[config.mk]
export PLATFORM = sky130hd
export DESIGN_NAME = fetch_stage
export DESIGN_NICKNAME = d
export VERILOG_FILES = /design/src/rtl/fetch_stage.sv
export SDC_FILE = /design/constraint.sdc
export NUM_CORES = 1
export LEC_CHECK = 0
export CORE_MARGIN = 4
export CORE_UTILIZATION = 35
export CTS_BUF_LIST = sky130_fd_sc_hd__clkbuf_2 sky130_fd_sc_hd__clkbuf_4 sky130_fd_sc_hd__clkbuf_8
export CTS_CLUSTER_SIZE = 24
export DETAILED_ROUTE_END_ITERATION = 16
export SYNTH_ARGS = -nofsm -noshare
export SYNTH_HDL_FRONTEND = slang
export SYNTH_HIERARCHICAL = 1
export SYNTH_SLANG_ARGS = --single-unit
[constraint.sdc]
create_clock -name clk -period 4.6 [get_ports clk]
set_clock_uncertainty 0.2 [all_clocks]
set_input_delay 0.92 -clock clk [delete_from_list [all_inputs] [get_ports clk]]
set_output_delay 0.92 -clock clk [all_outputs]
set_load 0.05 [all_outputs]
[src/rtl/fetch_stage.sv]
// Instruction fetch stage: PC, synchronous instruction-memory requests and a small
// instruction queue that absorbs decoder back-pressure; redirects flush all fetched work.
module fetch_stage #(
    parameter logic [31:0] RESET_PC = 32'h0000_0000,
    parameter int          DEPTH    = 2
) (
    input  logic        clk,
    input  logic        rst_n,
    output logic        imem_req_o,
    output logic [31:0] imem_addr_o,
    input  logic [31:0] imem_rdata_i,
    input  logic        dec_ready_i,
    output logic        instr_valid_o,
    output logic [31:0] instr_o,
    output logic [31:0] instr_pc_o,
    input  logic        redirect_valid_i,
    input  logic [31:0] redirect_pc_i
);

    localparam int PW = (DEPTH > 1) ? $clog2(DEPTH) : 1;
    localparam int CW = PW + 2;

    typedef enum logic {
        ST_BOOT = 1'b0,
        ST_RUN  = 1'b1
    } state_e;

    state_e          state_q, state_d;
    logic [31:0]     pc_q, pc_d;
    logic [31:0]     inflight_pc_q, inflight_pc_d;
    logic            inflight_q, inflight_d;
    logic [CW-1:0]   count_q, count_d;
    logic [PW-1:0]   rd_ptr_q, rd_ptr_d;
    logic [PW-1:0]   wr_ptr_q, wr_ptr_d;
    logic [31:0]     data_q [DEPTH];
    logic [31:0]     qpc_q  [DEPTH];

    logic            valid_s;
    logic            pop_s;
    logic            push_s;
    logic            req_s;
    logic [CW-1:0]   occ_s;

    // Head-of-queue presentation, zeroed when the queue is empty
    always_comb begin
        valid_s = (count_q != {CW{1'b0}});
        if (valid_s) begin
            instr_o    = data_q[rd_ptr_q];
            instr_pc_o = qpc_q[rd_ptr_q];
        end else begin
            instr_o    = 32'h0000_0000;
            instr_pc_o = 32'h0000_0000;
        end
    end

    // Request gating: slots already promised (queued + in flight) after this cycle's pop
    always_comb begin
        pop_s  = valid_s & dec_ready_i;
        push_s = inflight_q & ~redirect_valid_i;
        occ_s  = count_q + CW'(inflight_q) - CW'(pop_s);
        req_s  = (state_q == ST_RUN) && !redirect_valid_i && (occ_s < CW'(DEPTH));
    end

    assign imem_req_o    = req_s;
    assign imem_addr_o   = pc_q;
    assign instr_valid_o = valid_s;

    // Next-state logic for control state, PC, in-flight tracking and queue pointers
    always_comb begin
        pc_d          = pc_q;
        inflight_d    = 1'b0;
        inflight_pc_d = inflight_pc_q;
        count_d       = count_q;
        rd_ptr_d      = rd_ptr_q;
        wr_ptr_d      = wr_ptr_q;
        case (state_q)
            ST_BOOT: state_d = ST_RUN;
            ST_RUN:  state_d = ST_RUN;
            default: state_d = ST_RUN;
        endcase
        if (redirect_valid_i) begin
            // Response arriving now belongs to the abandoned path and is dropped
            pc_d     = redirect_pc_i & 32'hFFFF_FFFC;
            count_d  = {CW{1'b0}};
            rd_ptr_d = {PW{1'b0}};
            wr_ptr_d = {PW{1'b0}};
        end else begin
            if (req_s) begin
                pc_d          = pc_q + 32'd4;
                inflight_d    = 1'b1;
                inflight_pc_d = pc_q;
            end else begin
                inflight_d    = 1'b0;
            end
            if (pop_s) begin
                rd_ptr_d = rd_ptr_q + PW'(1'b1);
            end else begin
                rd_ptr_d = rd_ptr_q;
            end
            if (push_s) begin
                wr_ptr_d = wr_ptr_q + PW'(1'b1);
            end else begin
                wr_ptr_d = wr_ptr_q;
            end
            count_d = count_q + CW'(push_s) - CW'(pop_s);
        end
    end

    // Control and pointer registers
    always_ff @(posedge clk or negedge rst_n) begin
        if (!rst_n) begin
            state_q       <= ST_BOOT;
            pc_q          <= RESET_PC;
            inflight_q    <= 1'b0;
            inflight_pc_q <= 32'h0000_0000;
            count_q       <= {CW{1'b0}};
            rd_ptr_q      <= {PW{1'b0}};
            wr_ptr_q      <= {PW{1'b0}};
        end else begin
            state_q       <= state_d;
            pc_q          <= pc_d;
            inflight_q    <= inflight_d;
            inflight_pc_q <= inflight_pc_d;
            count_q       <= count_d;
            rd_ptr_q      <= rd_ptr_d;
            wr_ptr_q      <= wr_ptr_d;
        end
    end

    // Queue storage: instruction word plus its PC
    always_ff @(posedge clk or negedge rst_n) begin
        if (!rst_n) begin
            for (int i = 0; i < DEPTH; i++) begin
                data_q[i] <= 32'h0000_0000;
                qpc_q[i]  <= 32'h0000_0000;
            end
        end else if (push_s) begin
            data_q[wr_ptr_q] <= imem_rdata_i;
            qpc_q[wr_ptr_q]  <= inflight_pc_q;
        end
    end

    fetch_stage_chk #(
        .DEPTH (DEPTH),
        .CW    (CW)
    ) u_chk (
        .clk     (clk),
        .rst_n   (rst_n),
        .push_i  (push_s),
        .count_i (count_q)
    );

endmodule

// Queue occupancy invariants for fetch_stage.
module fetch_stage_chk #(
    parameter int DEPTH = 2,
    parameter int CW    = 3
) (
    input logic          clk,
    input logic          rst_n,
    input logic          push_i,
    input logic [CW-1:0] count_i
);

    a_no_push_when_full: assert property (@(posedge clk) disable iff (!rst_n)
        push_i |-> (count_i < CW'(DEPTH)));

    a_count_in_range: assert property (@(posedge clk) disable iff (!rst_n)
        count_i <= CW'(DEPTH));

endmodule

## Yosys cells after proc, flatten, opt, wreduce, memory -nomap -nowiden

Cells that the tools add are included.

- Register bits after elaboration: 199
- Input port bits: 68
- Output and inout port bits: 98
- Logic and storage cells: 57

- Add/subtract/negate cells: 7
- Order comparisons: 4
- Mux-type cells: 21
- Bitwise gates (word level): 5
- Reduce and logical (&&, ||, !) cells: 9

Operators with widths:

| kind | count |
|---|---|
| $mux 32 | 11 |
| $bwmux 64 | 2 |
| $add 32x3->32 const B | 1 |
| $demux 32 s1 | 1 |
| $add 3x1->3 | 2 |
| $mux 1 | 6 |
| $reduce_bool 2->1 | 3 |
| $sub 3x1->3 | 2 |
| $ge 2x2->1 const B | 2 |
| $not 1->2 | 2 |
| $logic_and 1x1->1 | 3 |
| $lt 3x2->1 const B | 1 |
| $mux 3 | 1 |
| $reduce_bool 3->1 | 1 |
| $add 1x1->1 const B | 2 |
| $and 1x1->1 | 2 |
| $lt 2x1->1 const B | 1 |
| $reduce_and 2->1 | 1 |
| $logic_not 1->1 | 1 |
| $not 1->1 | 1 |

## Longest topological paths before layout

Gate-level depths: netlist (run 1).

- Word-level depth: 7
- Mapped depth: 14
- Mapped depth without buffers: 12

## Least setup slack after synthesis (run 1)

OpenSTA, ideal clock, no wires.

- Path kind: register -> output
- Start: register count_q[1]
- End: output port imem_req_o
- Arrival time: 3.317 ns
- Data required time: 3.480 ns
- Path slack: 0.163 ns
- Stages on the path, launching flop included: 13
- Buffers on the path: 3
- Cell sequence: dfrtp_1 > nor3_1 > inv_1 > nand2_1 > nor2_1 > o21ai_0 > fa_1 > xor3_1 > or3_1 > buf_2 > clkinv_4 > buf_4 > buf_2

- Cells in the longest elaborated chain, start to end: 5
- Elaborated cells on any way between the ends: 6
- Classes of those cells: 2 x add/sub; 1 x order compare; 1 x bitwise; 2 x reduce/logical

Ends and longest elaborated chain:

| element | RTL line | text |
|---|---|---|
| start, declared | 32 | `logic [CW-1:0] count_q, count_d;` |
| start signal, assigned | 116 | `count_q <= {CW{1'b0}};` |
| start signal, assigned | 124 | `count_q <= count_d;` |
| $reduce_bool 3->1 | 46 | `valid_s = (count_q != {CW{1'b0}});` |
| via instr_valid_o | 13 | `output logic instr_valid_o,` |
| $and 1x1->1 | 58 | `pop_s = valid_s & dec_ready_i;` |
| $sub 3x1->3 | 60 | `occ_s = count_q + CW'(inflight_q) - CW'(pop_s);` |
| $lt 3x2->1 | 61 | `req_s = (state_q == ST_RUN) && !redirect_valid_i && (occ_s < CW'(DEPTH));` |
| $logic_and 1x1->1 | 61 |  |
| end, declared | 9 | `output logic imem_req_o,` |

The timed path passes the listed nets, and every way through them passes these cells.

## Worst setup path after layout (run 1)

- Start: input port dec_ready_i
- End: output port imem_req_o

- Cells in the longest elaborated chain, start to end: 4

Ends and longest elaborated chain:

| element | RTL line | text |
|---|---|---|
| start, declared | 12 | `input logic dec_ready_i,` |
| $and 1x1->1 | 58 |  |
| $sub 3x1->3 | 60 |  |
| $lt 3x2->1 | 61 |  |
| $logic_and 1x1->1 | 61 |  |

No other way between the ends.

==> impl_metrics.json, run 1 <==
{
  "yosys-top-cells-area": "dfrtp_1 (55%), mux2_2 (16%), mux2i_1 (7.1%), nand2_1 (5.2%), nor2_1 (3.1%)",
  "post_cts_buffers": 0,
  "gp_congestion": 0.803,
  "path_max_fanout": 3,
  "status": "finished, final reports clean",
  "rsz0062_at_grt": "false",
  "dieArea_mm2": 0.0276,
  "num_vias": 6236,
  "ios": 166,
  "grt_pass1_vias": 6484,
  "grt_antenna_before_repair": 0,
  "p_leak_uw": 0.00491,
  "post_drt_wl_per_cell_um": 17.2,
  "yosys_most_used_dff": "dfrtp_1",
  "syn_area_mm2": 0.00876,
  "grt_max_degree": 98,
  "firstDrtPassIters": 4,
  "avgSynthCellArea_um2": 11.4,
  "clockRootBuffer": "clkbuf_8",
  "rr_worst_depth": 13,
  "cp.arrival_ps": 3230,
  "crit_chain": "clkdlybuf4s50_1 -> nand2_1 -> nor2_1 -> o21ai_0 -> fa_1 -> xor3_1 -> or3_2 -> clkinv_4 -> buf_12",
  "p_per_area_mw_per_mm2": 684,
  "rrSetupSlack_ps": 1070,
  "cp.required_ps": 3480,
  "synth_cell_types": 45,
  "drc": 0,
  "layout-drive-gt1-share_pct": 19.9,
  "fin_nets": 987,
  "tightest_slew_ps": 820,
  "crit_path_start_kind": "input port",
  "power_uw": 7620,
  "rows": 57,
  "gr-usage-all-layers_pct": 15.8,
  "synth-edff-count": 0,
  "clock-sinks": 191,
  "fin_tns_setup_ps": 0,
  "cpMaxStageDelayCell": "or3_2",
  "period_share_pct": 94.5,
  "start_util_pct": 35.8,
  "yosys-top-cells-count": "dfrtp_1 (191), mux2_2 (124), nand2_1 (121)",
  "cts_buffers": 17,
  "ys_warn_count": 6,
  "grt_pass1_wl_um": 35600,
  "fill_cells": 2303,
  "final_cells": 1252,
  "cts_tree": "built",
  "antennaDiodeCount": 0,
  "drv_cap": 0,
  "clockBufferDepth": 2,
  "h-tree-depth": 4,
  "vias_per_cell": 4.98,
  "ant_nets": 0,
  "async_flop_share_pct": 100,
  "area_growth_pct": 27.2,
  "fmax_mhz": 230,
  "postSynthCellCount": 769,
  "synth_area_leader_cell": "dfrtp_1",
  "dieWidth_um": 166,
  "hold_viol": 0,
  "rr_startpoint": "count_q[1]$_DFF_PN0_",
  "ctsHoldBuffers": 0,
  "post-synth-top-area-fraction_pct": 54.5,
  "placed_cells": 1220,
  "crit_path_end_kind": "output pin",
  "routed_wl_um": 21600,
  "slowest_delay_ps": 540,
  "crit_type": "in -> out",
  "setup_viol": 0,
  "clk_latency_ps": 470,
  "hpwl_um": 14200,
  "synth.most_common_cell": "dfrtp_1",
  "ys_seq_elements": 191,
  "io_buffers": 159,
  "first_iter_violations": 364,
  "r2r_end": "imem_addr_o[29]$_DFFE_PN0P_",
  "postCtsResizedCells": 0,
  "vdd_drop_max_mv": 0.307,
  "finish.utilization_pct": 45.6,
  "hp-class": "in -> async",
  "coreArea_mm2": 0.0245,
  "fp.dieH_um": 166,
  "report.final.slew_viol_count": 0,
  "gr-total-overflow": 0,
  "clk_pin_slew_ps": 100,
  "maxSlewHeadroom_pct": 45.3,
  "timing.final.crit_period_ps": 4350,
  "ys_seq_area_share_pct": 54.5
}
## worst max-delay path, delay by kind of cell
kind | cells | cell delay (ps)
xor+xnor | 1 | 220
fa+ha+maj | 1 | 380
simple gates | 3 | 820
compound gates | 1 | 140
buf+inv | 3 | 740
## logic make-up after synthesis
family	share of synthesized area [%]
compound gates	5.61
xor+xnor	0.871
fa+ha+maj	0.742
buf+inv	3.00
flops	54.5
mux	23.0
other cells	0.0857
simple gates	12.1
## layer usage
metal,wire length (um),vias up,track usage (%),part of all wire [%]
li1,-,2970,-,-
met1,10100,3063,22.2,47
met2,9840,183,24.4,46
met3,1350,20,4.26,6.3
met4,240,0,4.06,1.1
met5,0,-,0,0
## stage by stage
step	instance area, um2	setup slack [ps]	hold slack (ps)
after global routing	11100	74.3	321
after detailed placement	10800	237	291
after global placement	10800	255	280
after CTS	11100	236	315
after floorplan	8770	163	258
final	11100	254	307
## power by group
group | switching (uW) | internal [uW]
combinational | 2160 | 1500
sequential | 527 | 2360
clock | 670 | 404
total | 3360 | 4260
## final cells by class
cell class | count | area, um2 | share of cell area (%)
sequential | 191 | 4780 | 42.9
multi-input combinational | 520 | 3750 | 33.7
timing repair buffer | 175 | 1780 | 15.9
tap | 324 | 405 | 3.64
clock buffer | 17 | 234 | 2.10
clock inverter | 15 | 149 | 1.34
inverter | 10 | 42.5 | 0.382
## worst max path at each step
stage / startpoint / endpoint / cells past startpoint
3_3_place_gp: dec_ready_i / imem_req_o / 9
5_1_grt: dec_ready_i / imem_req_o / 9
2_1_floorplan: count_q[1]$_DFF_PN0_ / imem_req_o / 12
6_report: dec_ready_i / imem_req_o / 9
3_5_place_dp: dec_ready_i / imem_req_o / 9
4_1_cts: dec_ready_i / imem_req_o / 9
## state kept, by name, indices dropped and copies added (netlist names)
register       flops
qpc_q             60
rd_ptr_q           1
data_q            64
wr_ptr_q           1
count_q            3
state_q            1
inflight_q         1
inflight_pc_q     30
imem_addr_o       30
## cells in the final DEF (no fill, tap or decap), types with 13 or more instances in the layout
master and instances:
nand2_1 120, clkbuf_8 18, nand4_1 13, nand3_1 13
clkdlybuf4s50_1 157, o21ai_0 21, dfrtp_1 190, mux2i_1 62
nor2_1 71, mux2_2 124
Note: power is estimated with default switching activity, not from simulation.
==> run 2, diff against run 1 <==
--- a/config.mk
+++ b/config.mk
@@ -5,6 +5,7 @@
 export SDC_FILE = /design/constraint.sdc
 export NUM_CORES = 1
 export LEC_CHECK = 0
+export CORE_ASPECT_RATIO = 1.25
 export CORE_MARGIN = 4
 export CORE_UTILIZATION = 35
 export CTS_BUF_LIST = sky130_fd_sc_hd__clkbuf_2 sky130_fd_sc_hd__clkbuf_4 sky130_fd_sc_hd__clkbuf_8
==> run 2 against run 1 <==
Against the previous run:
- sequential share of layout area decreased by 0.25 points
- first-iteration DRC count fell by 34%
- routed wire length decreased by 0.64%
- design area increased by 0.58%
- sequential cell count did not move
- global-route usage up 0.24 points
- utilization about the same
- largest cell class unchanged
- critical endpoint unchanged
- final cell count up 0.32%
- hold slack worse by 3.7 ps
- critical path depth unchanged
- largest power group unchanged
==> impl_metrics.json, run 2 (synthesis gave the netlist of run 1 again) <==
{
  "seqPwrFrac_pct": 37.0,
  "crit_path_end_kind": "output pin",
  "clkPwrFrac_pct": 15.6,
  "post-place-ws_ps": 254,
  "hold_depth": 2,
  "fin_nets": 985,
  "post_drt_wl_per_cell_um": 17.1,
  "path_max_fanout": 3,
  "maxSlewHeadroom_pct": 39.0,
  "r2r_end": "imem_addr_o[29]$_DFFE_PN0P_",
  "status": "finished, final reports clean",
  "clockRootBuffer": "clkbuf_8",
  "rrSetupSlack_ps": 1080,
  "p_per_area_mw_per_mm2": 692,
  "hold_viol": 0,
  "fin_tns_setup_ps": 0,
  "grt_antenna_before_repair": 0,
  "report.final.slew_viol_count": 0,
  "reg_top3": "data_q (64), qpc_q (60)",
  "antennaDiodeCount": 0,
  "vias_per_cell": 5.00,
  "num_vias": 6277,
  "worst_slack_ps": 276,
  "hpwl_um": 14200,
  "cts_tree": "built",
  "coreArea_mm2": 0.0246,
  "placed_cells": 1224,
  "hp-class": "reg -> reg",
  "regMostFlops": "data_q",
  "h-tree-depth": 4,
  "drc": 0,
  "grt_pass1_wl_um": 35300,
  "power_uw": 7750,
  "holdCritStartpoint": "inflight_pc_q[12]$_DFFE_PN0P_",
  "gp_congestion": 0.793,
  "setup_viol": 0,
  "timing.final.crit_period_ps": 4320,
  "swShare_pct": 43.6,
  "postCtsResizedCells": 0,
  "post_cts_buffers": 0,
  "ant_nets": 0,
  "drv_cap": 0,
  "first_iter_violations": 242,
  "fmax_mhz": 231,
  "ctsHoldBuffers": 0,
  "worstHoldEndpoint": "inflight_pc_q[12]$_DFFE_PN0P_",
  "routed_wl_um": 21400,
  "layout-drive-gt1-share_pct": 19.8,
  "io_buffers": 159,
  "cp.required_ps": 3480,
  "p_int_uw": 4380,
  "grt_pass1_vias": 6576,
  "dieArea_mm2": 0.0276,
  "crit_path_start_kind": "input port",
  "crit_type": "in -> out",
  "firstDrtPassIters": 5,
  "cp.arrival_ps": 3200,
  "clk_latency_ps": 470,
  "gr-usage-all-layers_pct": 16.0,
  "grt_max_degree": 112,
  "rr_startpoint": "count_q[1]$_DFF_PN0_",
  "clk_pin_slew_ps": 110,
  "dieWidth_um": 150,
  "rr_worst_depth": 13,
  "ios": 166,
  "vdd_drop_max_mv": 0.367,
  "rows": 64,
  "rsz0062_at_grt": "false",
  "tightest_slew_ps": 916,
  "final_cell_mix": "dfrtp_1 (190), clkdlybuf4s50_1 (157), mux2_2 (124)",
  "clock-sinks": 191,
  "final_cells": 1256,
  "cts_buffers": 17,
  "mostFrequentLayoutCell": "dfrtp_1",
  "switching_power_uw": 3380,
  "largest_register_ffs": 64,
  "gr-total-overflow": 0,
  "clockBufferDepth": 2,
  "start_util_pct": 35.6,
  "fp.dieH_um": 185,
  "area_growth_pct": 27.9,
  "period_share_pct": 94.0,
  "fill_cells": 2356,
  "p_leak_uw": 0.00493,
  "comb_power_share_pct": 47.3
}
run 2: stage by stage:
stage / instance area [um2] / hold WS (ps) / utilization (%)
2_1_floorplan: 8770 / 258 / -
3_3_place_gp: 10800 / 281 / 43.8
3_5_place_dp: 10800 / 279 / 43.8
4_1_cts: 11200 / 310 / 45.6
5_1_grt: 11200 / 327 / 45.6
6_report: 11200 / 304 / 45.6
run 2: worst max-delay path by stage:
| stage | from | endpoint | slack, ps | cells after the start |
|---|---|---|---|---|
| finish | dec_ready_i | imem_req_o | 280 | 9 |
| global route | dec_ready_i | imem_req_o | 140 | 9 |
| CTS | dec_ready_i | imem_req_o | 260 | 9 |
| detailed placement | dec_ready_i | imem_addr_o[29]$_DFFE_PN0P_ | 250 | 12 |
| global placement | dec_ready_i | imem_req_o | 290 | 9 |
| floorplan | count_q[1]$_DFF_PN0_ | imem_req_o | 160 | 12 |
run 2: final cells by class:
cell class | instances | area, um2 | area share (%)
clock buffer | 17 | 234 | 2.09
clock inverter | 15 | 209 | 1.86
inverter | 10 | 42.5 | 0.380
tap | 330 | 413 | 3.68
sequential | 191 | 4780 | 42.7
timing repair buffer | 173 | 1770 | 15.8
multi-input combinational | 520 | 3750 | 33.5
run 2: power groups by stage:
stage	logic, uW	clock network (uW)	registers, uW
6_report	3670	1210	2870
5_1_grt	3970	1330	2970
4_1_cts	3730	1260	2870
3_5_place_dp	3720	0	2910
3_3_place_gp	3680	0	2890
2_1_floorplan	2490	0	2900
run 2: routing by layer:
layer	GRT usage, %	vias up	routed length, um
li1	-	2981	-
met1	21.5	3129	9810
met2	26.4	154	10400
met3	3.60	13	1020
met4	4.21	0	244
met5	0	-	0
run 2: worst max-delay path, stage by stage:
cell and delay, ps:
clkdlybuf4s50_1 510, nand2_1 110, nor2_1 170, o21ai_0 140
fa_1 380, xor3_1 220, or3_2 520, clkinv_4 100
buf_12 130
==> run 3, diff against run 2 <==
--- a/config.mk
+++ b/config.mk
@@ -11,6 +11,7 @@
 export CTS_BUF_LIST = sky130_fd_sc_hd__clkbuf_2 sky130_fd_sc_hd__clkbuf_4 sky130_fd_sc_hd__clkbuf_8
 export CTS_CLUSTER_SIZE = 24
 export DETAILED_ROUTE_END_ITERATION = 16
+export PLACE_DENSITY = 0.63
 export SYNTH_ARGS = -nofsm -noshare
 export SYNTH_HDL_FRONTEND = slang
 export SYNTH_HIERARCHICAL = 1
==> run 3 against run 2 <==
Against the previous run:
- setup slack got worse by 14 ps
- clock power fell by 9.9%
- hold slack improved by 2.8 ps
- final cell count rose by 0.16%
- utilization fell by 0.22 points
- sequential power barely moved
- sequential cell count did not move
- critical path type unchanged
==> impl_metrics.json, run 3 (synthesis gave the netlist of run 1 again) <==
{
  "drv_cap": 0,
  "post_cts_buffers": 0,
  "area_growth_pct": 27.3,
  "num_vias": 6316,
  "rsz0062_at_grt": "false",
  "rrSetupSlack_ps": 1080,
  "status": "finished, final reports clean",
  "gr-usage-all-layers_pct": 15.6,
  "mostFrequentLayoutCell": "dfrtp_1",
  "fmax_mhz": 231,
  "start_util_pct": 35.6,
  "layout-drive-gt1-share_pct": 19.9,
  "r2r_end": "imem_addr_o[29]$_DFFE_PN0P_",
  "grt_antenna_before_repair": 0,
  "wirelength_met1_um": 9490,
  "postCtsResizedCells": 0,
  "fin_tns_setup_ps": 0,
  "period_share_pct": 94.3,
  "vias_per_cell": 5.02,
  "ios": 166,
  "clock-sinks": 191,
  "dieWidth_um": 150,
  "hold_viol": 0,
  "antennaDiodeCount": 0,
  "dieArea_mm2": 0.0276,
  "maxUsedRoutingLayer": "met4",
  "worst_slack_ps": 263,
  "grt_max_degree": 108,
  "rows": 64,
  "reg_top3": "data_q (64), qpc_q (60)",
  "crit_type": "in -> out",
  "h-tree-depth": 4,
  "io_buffers": 159,
  "cp.arrival_ps": 3220,
  "grt_pass1_wl_um": 34400,
  "cts_buffers": 17,
  "report.final.slew_viol_count": 0,
  "routed_wl_um": 21200,
  "clk_pin_slew_ps": 90,
  "vdd_drop_max_mv": 0.314,
  "post-place-ws_ps": 243,
  "largest_register_ffs": 64,
  "final_cell_mix": "dfrtp_1 (190), clkdlybuf4s50_1 (157), mux2_2 (124)",
  "gr-total-overflow": 0,
  "maxSlewHeadroom_pct": 43.2,
  "gp_congestion": 0.801,
  "drc": 0,
  "design_area_mm2": 0.0112,
  "worstHoldEndpoint": "inflight_pc_q[19]$_DFFE_PN0P_",
  "clockRootBuffer": "clkbuf_8",
  "p_per_area_mw_per_mm2": 684,
  "p_leak_uw": 0.00490,
  "hold_depth": 2,
  "post_drt_wl_per_cell_um": 16.9,
  "fill_cells": 2340,
  "cp.required_ps": 3480,
  "clk_latency_ps": 470,
  "wl_met3_um": 981,
  "fp.dieH_um": 185,
  "first_iter_violations": 309,
  "holdCritStartpoint": "inflight_pc_q[19]$_DFFE_PN0P_",
  "firstDrtPassIters": 5,
  "ant_nets": 0,
  "rr_startpoint": "count_q[1]$_DFF_PN0_",
  "path_max_fanout": 3,
  "cts_tree": "built",
  "clockBufferDepth": 2,
  "ctsHoldBuffers": 0,
  "crit_path_start_kind": "input port",
  "hp-class": "reg -> reg",
  "place_area_mm2": 0.0108,
  "hpwl_um": 14400,
  "fin_nets": 988,
  "coreArea_mm2": 0.0246,
  "tightest_slew_ps": 852,
  "met2_length_um": 10500,
  "setup_viol": 0,
  "crit_path_end_kind": "output pin",
  "regMostFlops": "data_q",
  "grt_pass1_vias": 6558,
  "rr_worst_depth": 13,
  "timing.final.crit_period_ps": 4340
}
[run 3: cell count changes in the layout (fill, tap and decap cells not counted)]
| cell | delta |
|---|---|
| clkinv_2 | +1 |
| inv_8 | -1 |
| buf_4 | +4 |
| inv_6 | -1 |
| clkinv_8 | -3 |
| buf_12 | -1 |
| bufinv_16 | -1 |
| clkinvlp_4 | +4 |
[run 3: how the worst max path moves through the flow]
stage,start,end,slack [ps],depth (start not counted)
CTS,dec_ready_i,imem_req_o,240,9
global placement,dec_ready_i,imem_req_o,260,9
floorplan,count_q[1]$_DFF_PN0_,imem_req_o,160,12
finish,dec_ready_i,imem_req_o,260,9
global route,dec_ready_i,imem_req_o,90,9
detailed placement,dec_ready_i,imem_req_o,240,9
[run 3: stage by stage]
step / power [uW] / std cells / hold slack (ps) / util, %
3_3_place_gp: 6560 / 1227 / 279 / 43.8
6_report: 7630 / 1258 / 307 / 45.4
4_1_cts: 7750 / 1258 / 311 / 45.4
2_1_floorplan: 5400 / 772 / 258 / -
5_1_grt: 8130 / 1258 / 319 / 45.4
3_5_place_dp: 6640 / 1227 / 282 / 43.8
[run 3: report_power, final]
group | switching, uW | internal (uW)
combinational | 2160 | 1500
clock | 645 | 446
sequential | 527 | 2360
total | 3330 | 4300
[run 3: cell type report]
cell class | count | area (um2) | share of cell area [%]
inverter | 10 | 42.5 | 0.381
timing repair buffer | 176 | 1780 | 16.0
multi-input combinational | 520 | 3750 | 33.7
clock inverter | 14 | 145 | 1.30
tap | 330 | 413 | 3.70
sequential | 191 | 4780 | 42.9
clock buffer | 17 | 234 | 2.10
[run 3: critical path, cell delays in order]
cell and delay [ps]:
clkdlybuf4s50_1 510, nand2_1 110, nor2_1 170, o21ai_0 140, fa_1 380, xor3_1 210, or3_2 540, clkinv_4 100
buf_12 130
[run 3: routing by layer]
metal	GRT usage [%]	up-vias
met1	20.6	3148
met4	4.32	0
met5	0	-
met2	26.4	166
li1	-	2985
met3	3.13	17
